===== config.mk =====
export PLATFORM = sky130hd
export DESIGN_NAME = decode_stage
export DESIGN_NICKNAME = d
export VERILOG_FILES = /design/src/rtl/decode_stage.sv
export SDC_FILE = /design/constraint.sdc
export NUM_CORES = 1
export LEC_CHECK = 0
export BUFFER_PORTS_ARGS = -buffer_cell sky130_fd_sc_hd__buf_4
export CAP_MARGIN = 20
export CORE_MARGIN = 3
export CORE_UTILIZATION = 52
export DETAILED_ROUTE_END_ITERATION = 8
export MAX_ROUTING_LAYER = met4
export PLACE_DENSITY = 0.88
export SYNTH_ARGS = -nofsm -noshare
export SYNTH_HDL_FRONTEND = slang
export SYNTH_SLANG_ARGS = --single-unit

===== constraint.sdc =====
create_clock -name CLK -period 7.7 [get_ports CLK]
set_input_delay 0.385 -clock CLK [delete_from_list [all_inputs] [get_ports CLK]]
set_output_delay 0.385 -clock CLK [all_outputs]
set_load 0.02 [all_outputs]

===== src/rtl/decode_stage.sv =====
// decode_stage: IF/ID register, regfile read addressing, writeback bypass, load-use stall, ID/EX register
module decode_stage #(
  parameter logic [3:0] LOAD_OP = 4'h8
) (
  input  logic        CLK,
  input  logic        RST,
  input  logic        IF_VALID,
  input  logic [15:0] IF_INSTR,
  input  logic [15:0] IF_PC,
  output logic        IF_READY,
  input  logic        FLUSH,
  output logic [3:0]  RS1,
  output logic [3:0]  RS2,
  input  logic [15:0] REG_A,
  input  logic [15:0] REG_B,
  input  logic [3:0]  WB_RD,
  input  logic [15:0] WB_DATA,
  input  logic        WB_REGWRITE,
  output logic        STALL,
  output logic        EX_VALID,
  output logic [3:0]  EX_OPCODE,
  output logic [3:0]  EX_RD,
  output logic [3:0]  EX_RS1,
  output logic [3:0]  EX_RS2,
  output logic [15:0] EX_A,
  output logic [15:0] EX_B,
  output logic [15:0] EX_IMM,
  output logic [15:0] EX_PC
);
  logic        id_valid;
  logic [15:0] id_instr;
  logic [15:0] id_pc;
  logic [15:0] op_a;
  logic [15:0] op_b;
  // read addresses, hazard detect and same-cycle writeback forwarding
  always_comb begin
    RS1      = id_instr[7:4];
    RS2      = id_instr[3:0];
    STALL    = id_valid && EX_VALID && EX_OPCODE == LOAD_OP && (EX_RD == RS1 || EX_RD == RS2);
    IF_READY = !STALL;
    op_a     = (WB_REGWRITE && WB_RD == RS1) ? WB_DATA : REG_A;
    op_b     = (WB_REGWRITE && WB_RD == RS2) ? WB_DATA : REG_B;
  end
  // IF/ID register: squashed by flush, frozen by stall
  always_ff @(posedge CLK or posedge RST) begin
    if (RST) begin
      id_valid <= 1'b0;
      id_instr <= '0;
      id_pc    <= '0;
    end else if (FLUSH) begin
      id_valid <= 1'b0;
    end else if (!STALL) begin
      id_valid <= IF_VALID;
      id_instr <= IF_INSTR;
      id_pc    <= IF_PC;
    end
  end
  // ID/EX register: bubble on flush, stall or empty ID; payload only moves with a real instruction
  always_ff @(posedge CLK or posedge RST) begin
    if (RST) begin
      EX_VALID  <= 1'b0;
      EX_OPCODE <= '0;
      EX_RD     <= '0;
      EX_RS1    <= '0;
      EX_RS2    <= '0;
      EX_A      <= '0;
      EX_B      <= '0;
      EX_IMM    <= '0;
      EX_PC     <= '0;
    end else if (FLUSH || STALL || !id_valid) begin
      EX_VALID <= 1'b0;
    end else begin
      EX_VALID  <= 1'b1;
      EX_OPCODE <= id_instr[15:12];
      EX_RD     <= id_instr[11:8];
      EX_RS1    <= RS1;
      EX_RS2    <= RS2;
      EX_A      <= op_a;
      EX_B      <= op_b;
      EX_IMM    <= {{8{id_instr[7]}}, id_instr[7:0]};
      EX_PC     <= id_pc;
    end
  end
endmodule


==> results.json <==
{
  "run_status": "finished, final reports clean",
  "yosysTopAreaCell": "dfrtp_1",
  "seqPwrFrac": 0.457,
  "track_usage": 0.2044,
  "grt_overflow": 0,
  "final.setup_skew_ns": 0.01872,
  "netSwitchingPower_uw": 472.8,
  "max_stage_delay_ns": 0.62,
  "crit_slowest_cell": "a2111oi_4",
  "die_h_microns": 98.19,
  "place_inst": 540,
  "area_growth_pct": 32.93,
  "min_path_type": "in2async",
  "drt-initial-drc-count": 64,
  "grt_pass1_wl_mm": 15.01,
  "ir_drop_mv": 0.1717,
  "htreeDepth": 3,
  "io_pins": 180,
  "cts-root-buf": "clkbuf_8",
  "dp_slack_ns": 5.193,
  "clock-sinks": 98,
  "yosysTopAreaCellShare": 0.5549,
  "ant_nets": 0,
  "post-route-min-period_ns": 2.448,
  "cts.clk_slew.worst_paths_ns": 0.10,
  "cp-start-kind": "flop",
  "max-cap-violations": 0,
  "drt_wl_total_mm": 9.619,
  "finalNonFillerCells": 557,
  "insertion_delay_ns": 0.36,
  "cts.path.max_buffers": 2,
  "synth-warning-count": 0,
  "hold_viol": 0,
  "layout_common_cells": "182 x buf_4, 123 x mux2_2, 98 x dfrtp_1",
  "die_area_sq_um": 9640,
  "finalCritPeriodShare": 0.3179,
  "finalInstanceArea_sq_um": 5874,
  "fp-row-count": 32,
  "drtPass1Iterations": 4,
  "holdBufCountCts": 0,
  "final_nets": 540,
  "fin_tns_setup_ns": 0,
  "die_w_microns": 98.19,
  "switching_share": 0.3211,
  "placed_area_sq_um": 5668,
  "postCtsSetupRepairBufs": 0,
  "crit_type": "reg2out",
  "multi_input_area_sq_um": 1712,
  "synth.distinct_cells": 16,
  "drc": 0,
  "grt_max_degree": 54,
  "whs_ns": 0.07355,
  "maxSlewViolCount": 0,
  "cp-end-kind": "output pin",
  "syn_inst": 292,
  "antenna_found_initial": 0,
  "cp_max_fo": 5,
  "io_buffer_count": 179,
  "vias": 2819,
  "intPower_uw": 999.6,
  "setup_violations": 0,
  "n_antenna_cell": 0,
  "timing.fmax_mhz": 408.5,
  "synth_flop_cell": "dfrtp_1",
  "fillers": 543,
  "power.density_nw_per_um2": 250.7,
  "synth_area_sq_um": 4419,
  "leakage_uw": 0.002699,
  "drive_gt1_frac": 0.7187,
  "netlist_top_cells_area": "dfrtp_1 55%, mux2_2 31%, buf_4 4.1%",
  "p_comb_frac": 0.327,
  "worstPathRequired_ns": 7.32,
  "grt_setup_unrepaired": "no",
  "synth_fp_nets": 381,
  "synth_enable_flop_cells": 0,
  "cts_resized": 0,
  "cp_cell_sequence": "xnor2_1 > nand4_1 > a2111oi_4 > inv_1 > buf_4",
  "max_slew_margin": 0.3944,
  "synth-seq-cells": 98,
  "avgRoutedWirePerCell_microns": 17.27,
  "power_frac_clock": 0.216,
  "cts_made_buffers": 9,
  "hpwl_mm": 7.286,
  "setup_ws_ns": 5.252,
  "final_common_cell": "buf_4",
  "place.gp.congestion": 0.7876,
  "floorplan.initialDensity": 0.5546,
  "syn_avg_cell_area_sq_um": 15.13,
  "cts_tree": "done",
  "yosysSeqAreaShare": 0.5549,
  "viasPerCell": 5.061,
  "worst_slew_pin_slew_ns": 0.9062,
  "core_area_sq_um": 7968,
  "ys_async_sr_fraction": 1.000,
  "seq_area_sq_um": 2452,
  "arrival_ns": 2.06,
  "grt_pass1_vias": 2997
}
-- routing by layer --
metal / global-route usage / up-vias / routed length, microns
met5: - / - / 0
met4: 0.07773 / 0 / 189
met3: 0.05286 / 11 / 628
met2: 0.3424 / 101 / 4966
met1: 0.2368 / 1388 / 3834
li1: - / 1319 / -
-- flip-flops by register name, summed over array words and instances, names as in the netlist --
name and flops:
id_valid 1, EX_RS2 3, EX_RS1 4, EX_B 16
EX_PC 16, id_pc 16, EX_VALID 1, EX_A 16
id_instr 16, EX_IMM 1, EX_RD 4, EX_OPCODE 4
-- worst max-delay path: cells and delay by family, from the launching register on --
family | cells | cell delay [ns]
flip-flops | 1 | 0.46
XOR/XNOR | 1 | 0.20
AND/OR/NAND/NOR | 1 | 0.17
buffers and inverters | 2 | 0.25
AO/OA/AOI/OAI | 1 | 0.62
-- power groups by stage --
| stage | Clock [uW] | Sequential [uW] | Combinational (uW) |
|---|---|---|---|
| finish | 319 | 673 | 481 |
| global route | 346 | 685 | 510 |
| CTS | 328 | 674 | 488 |
| detailed placement | 0 | 684 | 487 |
| global placement | 0 | 676 | 479 |
| floorplan | 0 | 764 | 202 |
-- synthesized netlist by cell type, types with 2 or more instances --
library cell,n
nor2_1,3
xor2_1,6
buf_4,24
inv_1,2
xnor2_1,10
buf_2,6
nand4_1,2
mux2_1,5
buf_6,6
nand2_1,2
nor4_2,2
dfrtp_1,98
mux2_2,123
-- per-stage QoR --
| stage | util | power, uW |
|---|---|---|
| 6_report | 0.7373 | 1472 |
| 5_1_grt | 0.7373 | 1542 |
| 4_1_cts | 0.7345 | 1490 |
| 3_5_place_dp | 0.7114 | 1171 |
| 3_3_place_gp | 0.7114 | 1155 |
| 2_1_floorplan | - | 965.7 |
-- path summary, 6_finish.rpt --
kind                             start  slack (ns)      endpoint  cells after the start
max reg2reg                id_instr[0]        5.30      EX_A[14]                      6
max                        id_instr[0]        5.25      IF_READY                      5
max in group asynchronous          RST        6.53  id_instr[10]                      3
min in group CLK                 FLUSH        0.22      id_valid                      2
min reg2reg                   EX_B[12]        0.50      EX_B[12]                      1
min                                RST        0.07       EX_A[4]                      2
-- area by class of cell --
class / instances / share of cell area
tap: 102 / 0.02173
multi-input combinational: 156 / 0.2914
inverter: 2 / 0.001704
clock inverter: 5 / 0.009585
timing repair buffer: 184 / 0.2364
clock buffer: 10 / 0.02173
sequential: 98 / 0.4175
-- logic make-up after synthesis --
group,after synthesis,share of synthesized area
multiplexers,128,0.3262
flip-flops,98,0.5549
buffers and inverters,38,0.06455
XOR/XNOR,16,0.03171
AND/OR/NAND/NOR,11,0.01642
AO/OA/AOI/OAI,1,0.006230
Power figures use the tool's default switching activity.
